**config.mk**
```make
export PLATFORM = sky130hd
export DESIGN_NAME = lsu_ctrl
export DESIGN_NICKNAME = d
export VERILOG_FILES = /design/src/rtl/lsu_ctrl.sv
export SDC_FILE = /design/constraint.sdc
export NUM_CORES = 1
export LEC_CHECK = 0
export BUFFER_PORTS_ARGS = -buffer_cell sky130_fd_sc_hd__buf_2
export CORE_UTILIZATION = 28
export CTS_CLUSTER_SIZE = 14
export DETAILED_ROUTE_END_ITERATION = 7
export GPL_ROUTABILITY_DRIVEN = 0
export MAX_ROUTING_LAYER = met4
export SLEW_MARGIN = 0
export SYNTH_ARGS = -nofsm -noshare
export SYNTH_HDL_FRONTEND = slang
export SYNTH_SLANG_ARGS = --single-unit
```
**constraint.sdc**
```tcl
create_clock -name clock -period 4.3 [get_ports clock]
set_input_delay 0 -clock clock [delete_from_list [all_inputs] [get_ports clock]]
set_output_delay 0 -clock clock [all_outputs]
set_load 0.01 [all_outputs]
```
**src/rtl/lsu_ctrl.sv**
```systemverilog
// lsu_ctrl: load/store control stage in front of the data-memory port.
// Accepts one decoded request at a time, rejects misaligned or illegal
// encodings locally, issues a word-aligned byte-masked memory access and
// returns the aligned, extended load result (or ALU pass-through value).
module lsu_ctrl #(
    parameter int MEM_TIMEOUT = 255
) (
    input  logic        clock,
    input  logic        reset,
    input  logic        req_valid,
    output logic        req_ready,
    input  logic        req_is_load,
    input  logic        req_is_store,
    input  logic [2:0]  req_funct3,
    input  logic [31:0] req_addr,
    input  logic [31:0] req_wdata,
    output logic        mem_req_valid,
    input  logic        mem_req_ready,
    output logic        mem_wen,
    output logic [31:0] mem_addr,
    output logic [31:0] mem_wdata,
    output logic [3:0]  mem_wmask,
    input  logic        mem_rvalid,
    input  logic [31:0] mem_rdata,
    output logic        resp_valid,
    output logic [31:0] resp_rdata,
    output logic        resp_err
);

    typedef enum logic [1:0] {IDLE, REQ, WAIT, RESP} state_t;

    state_t      state;
    logic [15:0] tmo_cnt;
    logic        ld_q;
    logic [2:0]  f3_q;
    logic [1:0]  off_q;
    logic        tmo_hit;

    // Encoding and alignment check applied to a memory request at acceptance.
    function automatic logic is_illegal(input logic ld, input logic st,
                                        input logic [2:0] f3, input logic [1:0] off);
        logic bad;
        bad = 1'b0;
        if (ld && st)
            bad = 1'b1;
        if (ld && (f3 == 3'b011 || f3 == 3'b110 || f3 == 3'b111))
            bad = 1'b1;
        if (st && !(f3 == 3'b000 || f3 == 3'b001 || f3 == 3'b010))
            bad = 1'b1;
        if (f3[1:0] == 2'b01 && off[0])
            bad = 1'b1;
        if (f3[1:0] == 2'b10 && off != 2'b00)
            bad = 1'b1;
        return bad;
    endfunction

    function automatic logic [3:0] store_mask(input logic [2:0] f3, input logic [1:0] off);
        case (f3[1:0])
            2'b00:   return 4'b0001 << off;
            2'b01:   return 4'b0011 << off;
            default: return 4'b1111;
        endcase
    endfunction

    // Replicate the narrow store value across all lanes so the mask picks it.
    function automatic logic [31:0] store_data(input logic [2:0] f3, input logic [31:0] wd);
        case (f3[1:0])
            2'b00:   return {4{wd[7:0]}};
            2'b01:   return {2{wd[15:0]}};
            default: return wd;
        endcase
    endfunction

    // Shift the addressed bytes down to bit 0, then sign- or zero-extend.
    function automatic logic [31:0] load_extract(input logic [31:0] rd, input logic [1:0] off,
                                                 input logic [2:0] f3);
        logic [31:0] s;
        s = rd >> {off, 3'b000};
        case (f3)
            3'b000:  return {{24{s[7]}}, s[7:0]};
            3'b100:  return {24'd0, s[7:0]};
            3'b001:  return {{16{s[15]}}, s[15:0]};
            3'b101:  return {16'd0, s[15:0]};
            default: return s;
        endcase
    endfunction

    assign req_ready = (state == IDLE);
    // Saturating compare so a handshake taken on the last REQ cycle cannot skip the limit.
    assign tmo_hit   = (tmo_cnt >= 16'(MEM_TIMEOUT - 1));

    // Control FSM with registered memory-side and write-back-side outputs.
    always_ff @(posedge clock or negedge reset) begin
        if (!reset) begin
            state         <= IDLE;
            tmo_cnt       <= 16'd0;
            ld_q          <= 1'b0;
            f3_q          <= 3'b000;
            off_q         <= 2'b00;
            mem_req_valid <= 1'b0;
            mem_wen       <= 1'b0;
            mem_addr      <= 32'd0;
            mem_wdata     <= 32'd0;
            mem_wmask     <= 4'd0;
            resp_valid    <= 1'b0;
            resp_rdata    <= 32'd0;
            resp_err      <= 1'b0;
        end else begin
            case (state)
                IDLE: begin
                    if (req_valid) begin
                        ld_q  <= req_is_load;
                        f3_q  <= req_funct3;
                        off_q <= req_addr[1:0];
                        if (!req_is_load && !req_is_store) begin
                            state      <= RESP;
                            resp_valid <= 1'b1;
                            resp_rdata <= req_addr;
                            resp_err   <= 1'b0;
                        end else if (is_illegal(req_is_load, req_is_store,
                                                req_funct3, req_addr[1:0])) begin
                            state      <= RESP;
                            resp_valid <= 1'b1;
                            resp_rdata <= 32'd0;
                            resp_err   <= 1'b1;
                        end else begin
                            state         <= REQ;
                            tmo_cnt       <= 16'd0;
                            mem_req_valid <= 1'b1;
                            mem_wen       <= req_is_store;
                            mem_addr      <= {req_addr[31:2], 2'b00};
                            mem_wmask     <= req_is_store ? store_mask(req_funct3, req_addr[1:0]) : 4'd0;
                            mem_wdata     <= req_is_store ? store_data(req_funct3, req_wdata) : 32'd0;
                        end
                    end
                end
                REQ: begin
                    tmo_cnt <= tmo_cnt + 16'd1;
                    if (mem_req_ready) begin
                        mem_req_valid <= 1'b0;
                        state         <= WAIT;
                    end else if (tmo_hit) begin
                        mem_req_valid <= 1'b0;
                        state         <= RESP;
                        resp_valid    <= 1'b1;
                        resp_rdata    <= 32'd0;
                        resp_err      <= 1'b1;
                    end
                end
                WAIT: begin
                    tmo_cnt <= tmo_cnt + 16'd1;
                    if (mem_rvalid) begin
                        state      <= RESP;
                        resp_valid <= 1'b1;
                        resp_rdata <= ld_q ? load_extract(mem_rdata, off_q, f3_q) : 32'd0;
                        resp_err   <= 1'b0;
                    end else if (tmo_hit) begin
                        state      <= RESP;
                        resp_valid <= 1'b1;
                        resp_rdata <= 32'd0;
                        resp_err   <= 1'b1;
                    end
                end
                RESP: begin
                    resp_valid <= 1'b0;
                    state      <= IDLE;
                end
                default: state <= IDLE;
            endcase
        end
    end

endmodule

```
# Word-level counts from Yosys, hierarchy flattened

Cells that the tools add are included.

Bitwise gates (word level): 2
Mux-type cells: 51
Magnitude comparators: 1
Add/subtract/negate cells: 1
Shift operators: 3
Reductions and logical operators: 28
Eq/ne operators: 19

Operator list:

| operator                                                               | count |
|---|---|
| 32-bit two-way mux                                                     | 8 |
| 32-bit one-hot mux with 4 select lines                                 | 1 |
| 32-bit one-hot mux with 3 select lines                                 | 1 |
| 32-bit one-hot mux with 2 select lines                                 | 1 |
| 16-bit two-way mux                                                     | 3 |
| 16-bit one-hot mux with 2 select lines                                 | 1 |
| 32-bit by 5-bit >> shifter with 32-bit output                          | 1 |
| 1-bit two-way mux                                                      | 24 |
| 16-bit by 1-bit adder with 16-bit output, second input constant        | 1 |
| 16-bit by 8-bit >= comparator with 1-bit output, second input constant | 1 |
| 3-bit equality test, second input constant                             | 4 |
| 2-bit two-way mux                                                      | 6 |
| 4-bit AND reduction                                                    | 3 |
| 2-bit inequality test, second input constant                           | 4 |
| 2-bit one-hot mux with 4 select lines                                  | 1 |
| 4-bit one-hot mux with 2 select lines                                  | 1 |
| 2-bit equality test, second input constant                             | 3 |
| 3-bit by 1-bit equality test with 1-bit output, second input constant  | 2 |
| 3-bit by 2-bit equality test with 1-bit output, second input constant  | 2 |
| 1-bit logical AND                                                      | 6 |
| 3-bit logical NOT                                                      | 2 |
| 2-bit nonzero test                                                     | 3 |
| 5-bit AND reduction                                                    | 1 |
| 2-bit by 1-bit equality test with 1-bit output, second input constant  | 2 |
| other kinds (16)                                                       | 23 |

Logic and storage cells: 118
Output and inout port bits: 105
Flip-flop bits (word level): 126
Input bits: 106

# Logic depth before layout (Yosys ltp)

Gate-level depths: netlist (run 1).

Depth in word-level cells: 15
Gate-level depth with buffers: 9
Gate-level depth less buffers: 7

# Worst setup path after synthesis (run 1)

OpenSTA, ideal clock, no wires.

Path kind: register -> register
Start point: reg state[0]
End point: reg resp_rdata[0]
Arrival time: 1,909 ps
Data required time: 4,165 ps
Path buffers: 3
Stages on the path, launching flop included: 10
Clock period less this slack: 2,044 ps
Slack: 2,256 ps
Library setup time: 135 ps
Cell sequence: dfrtp_1 > inv_1 > ha_1 > clkbuf_1 > o211ai_1 > o21a_1 > buf_4 > buf_6 > a32oi_1 > o22ai_1

Word-level cells in the longest chain between the ends: 3
Elaborated cells on any way between the ends: 9
Classes of those cells: eq/ne (5); mux (1); reduce/logical (3)

Ends and longest elaborated chain:

| item                                                                                            | line | RTL |
|---|---|---|
| from (decl)                                                                                     | 32   | `state_t state;` |
| from (signal assigned)                                                                          | 95   | `state <= IDLE;` |
| from (signal assigned)                                                                          | 116  | `state <= RESP;` |
| from (signal assigned)                                                                          | 122  | `state <= RESP;` |
| 2-bit logical NOT *                                                                             | -    |  |
| via req_ready                                                                                   | 11   | `output logic req_ready,` |
| 3-bit by 1-bit inequality test with 1-bit output (no source line), or another cell as far along | -    |  |
| 4-bit AND reduction (no source line)                                                            | -    |  |
| to (signal assigned)                                                                            | 118  | `resp_rdata <= req_addr;` |
| to (signal assigned)                                                                            | 155  | `resp_rdata <= ld_q ? load_extract(mem_rdata, off_q, f3_q) : 32'd0;` |
| to (decl)                                                                                       | 26   | `output logic [31:0] resp_rdata,` |

The timed path passes the listed nets; every way through them passes the cells marked *.
A chain may end at the register's enable or synchronous reset.

# Worst setup path in the final report (run 1)

Start point: reg state[0]
End point: reg resp_rdata[20]

Word-level cells in the longest chain between the ends: 3
Elaborated cells on any way between the ends: 9
Classes of those cells: eq/ne (5); mux (1); reduce/logical (3)

Ends and longest elaborated chain:

| item                                                                         | line | RTL |
|---|---|---|
| 2-bit by 1-bit equality test with 1-bit output, or another cell as far along | 109  | `case (state)` |
| 2-bit inequality test (no source line), or another cell as far along         | -    |  |
| 4-bit AND reduction (no source line)                                         | -    |  |

Several ways; a longest one is shown, not always the timed one.

==> results of run 1 <==
==> cell families (layout without fill, tap and decap cells) <==
logic type	Yosys count	in the layout	synth area share [%]
AOI/OAI and AO/OA	200	200	19.5
adders and majority gates	6	6	1.07
buffers and inverters	69	324	4.77
DFF	126	126	44.8
muxes	62	62	9.55
other	1	5	0.0533
and+or+nand+nor	326	326	20.3
==> area by class of cell <==
| type | count | area (um^2) |
|---|---|---|
| fill | 2479 | 15000 |
| multi-input combinational | 596 | 3570 |
| sequential | 126 | 3150 |
| timing repair buffer | 283 | 1770 |
| clock buffer | 17 | 425 |
| tap | 324 | 405 |
| clock inverter | 14 | 124 |
| inverter | 10 | 37.5 |
| antenna | 3 | 7.51 |
==> final timing paths <==
path | from | end | slack [ns] | depth (start not counted)
max in group asynchronous | reset | resp_rdata[1] | 2.96 | 3
max reg2reg | state[0] | resp_rdata[20] | 1.26 | 7
max | state[0] | resp_rdata[20] | 1.26 | 7
min | req_wdata[23] | mem_wdata[23] | 0.003 | 4
min reg2reg | mem_wdata[22] | mem_wdata[22] | 0.47 | 2
min in group asynchronous | reset | mem_addr[17] | 0.23 | 2
==> where the power goes <==
part | internal (uW) | total (uW) | switching (uW)
clock | 790 | 1360 | 574
combinational | 1190 | 3040 | 1860
sequential | 1680 | 2080 | 398
==> worst min-delay path, cell delays in order <==
cell,delay [ns]
buf_2,0.07
mux2_2,0.13
nand3_1,0.10
nand2_1,0.08
==> layer usage <==
metal / up-vias / wire length [um]
met2: 267 / 11500
met5: - / 0
met4: 0 / 649
met1: 3357 / 10800
met3: 50 / 1630
li1: 3306 / -
==> synthesized netlist by cell type, types with 3 or more instances <==
cell / n
buf_4: 6
buf_2: 19
a2111oi_0: 4
nand4_1: 5
mux2i_1: 33
a32oi_1: 12
nand2_1: 212
nand3_1: 18
o31ai_1: 4
and3_1: 15
dfrtp_1: 126
o211ai_1: 11
ha_1: 6
nor2_1: 31
nor3_1: 13
o21ai_1: 4
o21ai_0: 67
nor2b_1: 10
clkbuf_1: 28
inv_1: 9
a22oi_1: 24
buf_6: 4
a21oi_1: 24
or3_1: 3
o22ai_1: 8
a2111oi_2: 4
nand3b_1: 3
mux2_2: 27
a211oi_1: 17
==> stage by stage <==
stage	std cells	setup WS (ns)	total power, uW
finish	1373	1.26	6490
global route	1373	0.999	6970
CTS	1370	1.28	6520
detailed placement	1274	1.30	5070
global placement	1274	1.44	5010
floorplan	791	2.26	4090
==> registers in the layout, indices dropped and copies added (netlist names) <==
register	flops
resp_rdata	32
mem_wmask	4
mem_addr	30
resp_valid	1
off_q	2
tmo_cnt	16
resp_err	1
mem_wdata	32
ld_q	1
f3_q	3
mem_req_valid	1
mem_wen	1
state	2
==> placed cells by master (no fill, tap or decap), types with 5 or more instances in the layout <==
cell type | netlist | routed
dlygate4sd3_1 | 0 | 65
nand4_1 | 5 | 5
clkbuf_16 | 0 | 17
mux2_2 | 27 | 27
o211ai_1 | 11 | 11
buf_4 | 6 | 10
a211oi_1 | 17 | 17
clkinv_4 | 0 | 5
o22ai_1 | 8 | 8
o21ai_0 | 67 | 67
mux2i_1 | 33 | 33
a22oi_1 | 24 | 24
nor2_1 | 31 | 29
a32oi_1 | 12 | 12
and3_1 | 15 | 15
nand3_1 | 18 | 18
buf_2 | 19 | 207
ha_1 | 6 | 6
nor3_1 | 13 | 13
nor2b_1 | 10 | 10
dfrtp_1 | 126 | 126
inv_1 | 9 | 9
a21oi_1 | 24 | 24
nand2_1 | 212 | 211
==> results.md, run 1 <==
* Grt total ovfl at 0
* DP HPWL at 17,000 um
* Final Util at 38.8%
* Vias in the first global route at 6,985
* Largest net degree at the start of global routing at 92
* Syn Area/Cell at 8.91 um^2
* Area grow syn2layout at 35.0%
* Setup TNS at 0 ns
* Io pins at 211
* Number of antenna-violating nets in the routed design at 0
* Synth warn at 0
* CP Max Fanout at 24
* Core box area at 24,500 um^2
* Final Setup Violations at 0
* Dpl cell area at 8290 um^2
* Clock Skew at 0.0107 ns
* Worst Path Arrival at 3.37 ns
* Drt drc at 0
* Met3 usage at 4.57%
* Startpoint types: flip-flop
* Req. time, crit path at 4.63 ns
* Post-synth ARST share at 100%
* Worst path cell trace: inv_1 > ha_1 > and3_1 > o211ai_1 > o21ai_2 > o21ai_0 > a22oi_1
* Setup crit end kind: flip-flop
* Initial antenna violation count at 3
* Register bit total from synthesis at 126
* Die ar. at 25,800 um^2
* Die X at 161 um
* GRT Total Usage at 20.0%
* Met1 Track Usage GR at 25.2%
* Slew Limit Fails at 0
* F_max at 329 MHz
* Post-Synthesis Cell Area at 7040 um^2
* HP Class: in2reg
* Worst-Margin Slew at 1.13 ns
* H-Tree Depth at 4
* Rel. slew slack at 24.7%
* Iter 0 DRT Violations at 541
* Clk slew on worst S/H paths at 0.06 ns
* Clock tree sinks at 126
* Post-CTS Resized at 0
* CP max-delay cell: o21ai_2
* CP Buf/Inv Count at 1
* Maximum clock path buffer count at 2
* DR WL/cell at 17.9 um
* Die height at 161 um
* Critical path's largest stage delay at 0.80 ns
* Final critical-path required period at 3.04 ns
* CP top delay family: compound AO/OA/AOI/OAI gates
* Vias per inst at 5.08
* Fraction of layout cells with a size suffix above 1 at 28.7%
* Synth area leaders: dfrtp_1, nand2_1, o21ai_0
* Leak at 0.00462 uW
* Power density cells at 683 nW/um^2
* Site Rows at 57
* Main flop type after synthesis: dfrtp_1
* Cell area after layout at 9500 um^2
* Dominant cell type by area after synthesis: dfrtp_1
* Most utilized layer in the global route result: met2
* Nets at 1,146
* RSZ-0062 raised after global routing: false
* Setup bufs post-CTS at 0
* Outcome: finished clean
* Total CTS buffers at 17
* Root buffer cell: clkbuf_16
* Synth Instances at 790
* Number of synthesized flops with an enable pin at 0
* Overall routed net length at 24,600 um
* First-pass GRT wire length at 38,900 um
* Met2 usage at 30.9%
* CP Class: reg2reg
* Cell variety after synth at 67
* Max-cap violations at 0
* Area fraction of the dominant cell type after synthesis at 44.8%
* Crit share post-route at 70.7%
* IO buf count at 208
* Hold Violations, Final at 0
* Hold_ws at 0.00300 ns
* Routed via count at 6,980
* Sequential-to-total area share from yosys stat at 44.8%
* Detailed Routing Iterations Pass 1 at 5
* Initial Util at 28.8%
* CTS tree: built
* Max IR drop VDD at 0.380 mV
* Post-CTS Hold Buffers at 65
* Latest clock arrival within the worst-skew pair at 0.42 ns
No activity file was read; power rests on OpenSTA's default activity.
==> run 2: changes to the inputs <==
clock period = 2.79 ns   (was 4.3 ns; I/O delays follow)
==> results.md, run 2 (synthesized netlist as in run 1, its figures left out) <==
* Outcome: finished clean
* F_max at 410 MHz (+25%)
* Site Rows at 57 (unchanged)
* Most frequent cells in the layout: nand2_1, buf_2, dfrtp_1
* Worst-case reg-to-reg path depth at 9 (+2)
* Leak at 0.00476 uW (+2.9%)
* RR Endpoint: resp_rdata[10]
* Latest clock arrival within the worst-skew pair at 0.42 ns (about the same)
* Core box area at 24,500 um^2 (unchanged)
* Largest registers: mem_wdata (32), resp_rdata (32), mem_addr (30)
* Hold path start: req_wdata[19]
* Routed via count at 7,125 (+2.1%)
* IO buf count at 208 (unchanged)
* Most common cell after layout, fill and taps aside: nand2_1
* CP max-delay cell: o21a_2
* Crit. Startpoint: state[0]
* Iter 0 DRT Violations at 537 (-0.74%)
* CP Class: reg2reg
* CP Max Fanout at 35 (+46%)
* Final Setup Violations at 0 (unchanged)
* Hold Violations, Final at 0 (unchanged)
* Fraction of layout cells with a size suffix above 1 at 29.6% (+0.92 points)
* Worst slack at placement at 0.370 ns (-0.932 ns)
* Overall routed net length at 24,900 um (+1.1%)
* DR WL/cell at 17.8 um (-0.52%)
* CP top delay family: compound AO/OA/AOI/OAI gates
* Hold endpoint: mem_wdata[19]
* Area grow syn2layout at 38.7%
* Initial antenna violation count at 0 (-3)
* Hold_ws at 0.0191 ns (+0.0161 ns)
* Final critical-path required period at 2.44 ns (-0.604 ns)
* Number of antenna-violating nets in the routed design at 0 (unchanged)
* Dpl cell area at 8470 um^2 (+2.1%)
* CP Buf/Inv Count at 3 (+2)
* Die X at 161 um (unchanged)
* R2R Setup Slk at 0.35 ns (-0.91 ns)
* Critical path's largest stage delay at 0.39 ns (-0.41 ns)
* Reg2reg start: state[0]
* Max-cap violations at 0 (unchanged)
* Startpoint types: flip-flop
* Fill count at 2,426 (-2.1%)
* Vias per inst at 5.11 (+0.47%)
* CTS tree: built
* Slew Limit Fails at 0 (unchanged)
* Hold Crit Depth at 4 (unchanged)
* Total CTS buffers at 17 (unchanged)
* Clock Skew at 0.0126 ns (+0.00185 ns)
* Final WS setup at 0.353 ns (-0.906 ns)
* Initial Util at 28.8% (unchanged)
* Grt total ovfl at 0 (unchanged)
* Cell area after layout at 9760 um^2 (+2.8%)
* ANT cells at 0 (-3)
* Detailed Routing Iterations Pass 1 at 5 (unchanged)
* Maximum clock path buffer count at 2 (unchanged)
* Worst path cell trace: inv_1 > ha_1 > buf_4 > nand2b_1 > and3b_1 > o21a_2 > buf_12 > nand2_1 > o21ai_0
* Pwr Total at 10,200 uW (+58%)
* DP HPWL at 17,300 um (+1.9%)
* Power density cells at 1050 nW/um^2 (+54%)
* Io pins at 211 (unchanged)
* Clock tree sinks at 126 (unchanged)
* Drt drc at 0 (unchanged)
* Setup TNS at 0 ns (unchanged)
* H-Tree Depth at 4 (unchanged)
* Req. time, crit path at 3.12 ns (-1.51 ns)
* First-pass GRT wire length at 39,300 um (+1.0%)
* RSZ-0062 raised after global routing: false
* Nets at 1,170 (+2.1%)
* Setup crit end kind: flip-flop
* Die height at 161 um (unchanged)
* HP Class: in2reg
* Clk slew on worst S/H paths at 0.06 ns (about the same)
* Max IR drop VDD at 0.601 mV (+58%)
* Vias in the first global route at 7,131 (+2.1%)
* Worst-Margin Slew at 0.861 ns (-0.265 ns)
* GRT Total Usage at 20.2% (+0.15 points)
* Root buffer cell: clkbuf_16
* Largest net degree at the start of global routing at 80 (-13%)
* Crit share post-route at 87.4% (+17 points)
* Rel. slew slack at 42.5% (+18 points)
* Die ar. at 25,800 um^2 (unchanged)
* Worst Path Arrival at 2.77 ns (-0.60 ns)
==> run 2: cell count changes in the layout (fill, tap and decap cells not counted), moves of 3 or more <==
cell           previous run  this run
buf_4                    10        23
dlygate4sd3_1            65        72
inv_6                     0         5
buf_12                    0         4
clkinv_2                  4         1
clkinv_4                  5         2
diode_2                   3         0
==> run 2: cell type report <==
type	instances	area [um^2]	share of cell area (%)
multi-input combinational	596	3580	36.7
clock inverter	14	134	1.37
sequential	126	3150	32.3
timing repair buffer	307	2020	20.7
inverter	10	37.5	0.385
tap	324	405	4.15
clock buffer	18	429	4.40
==> run 2: metrics by stage <==
step / instances / utilization [%]
4_1_cts: 1395 / 39.9
2_1_floorplan: 791 / -
3_5_place_dp: 1291 / 34.6
3_3_place_gp: 1291 / 34.6
5_1_grt: 1395 / 39.9
6_report: 1395 / 39.9
==> run 2: timing repair <==
action                                  in CTS  in global routing
endpoints found under the hold margin      158                  0
resized for setup                            0                  1
hold buffers                                72                  0
endpoints found under the setup margin       0                  8
setup buffers                                0                  0
==> run 2: worst max-delay path by stage <==
| stage | endpoint | slack, ns | cells past startpoint |
|---|---|---|---|
| final | resp_rdata[10] | 0.35 | 9 |
| after floorplan | resp_rdata[0] | 0.75 | 9 |
| after global routing | resp_rdata[10] | 0.18 | 9 |
| after global placement | resp_rdata[17] | 0.49 | 7 |
| after CTS | resp_rdata[19] | 0.23 | 8 |
| after detailed placement | resp_rdata[19] | 0.37 | 7 |
==> run 2: routing by layer <==
layer	vias up	wire length, um	GRT usage (%)	share of wire [%]
li1	3350	-	-	-
met1	3443	10800	25.8	44
met2	291	11800	31.6	47
met3	41	1720	4.16	6.9
met4	0	563	6.97	2.3
met5	-	0	-	0
==> run 2: worst register-to-register path: stages (launching register included) <==
cell      delay, ns
dfrtp_1        0.37
inv_1          0.09
ha_1           0.22
buf_4          0.17
nand2b_1       0.12
and3b_1        0.25
o21a_2         0.39
buf_12         0.27
nand2_1        0.23
o21ai_0        0.23
==> run 2: where the power goes <==
part / total, uW / switching, uW / internal (uW)
registers: 3180 / 591 / 2590
clock network: 2170 / 930 / 1240
logic: 4890 / 2930 / 1950
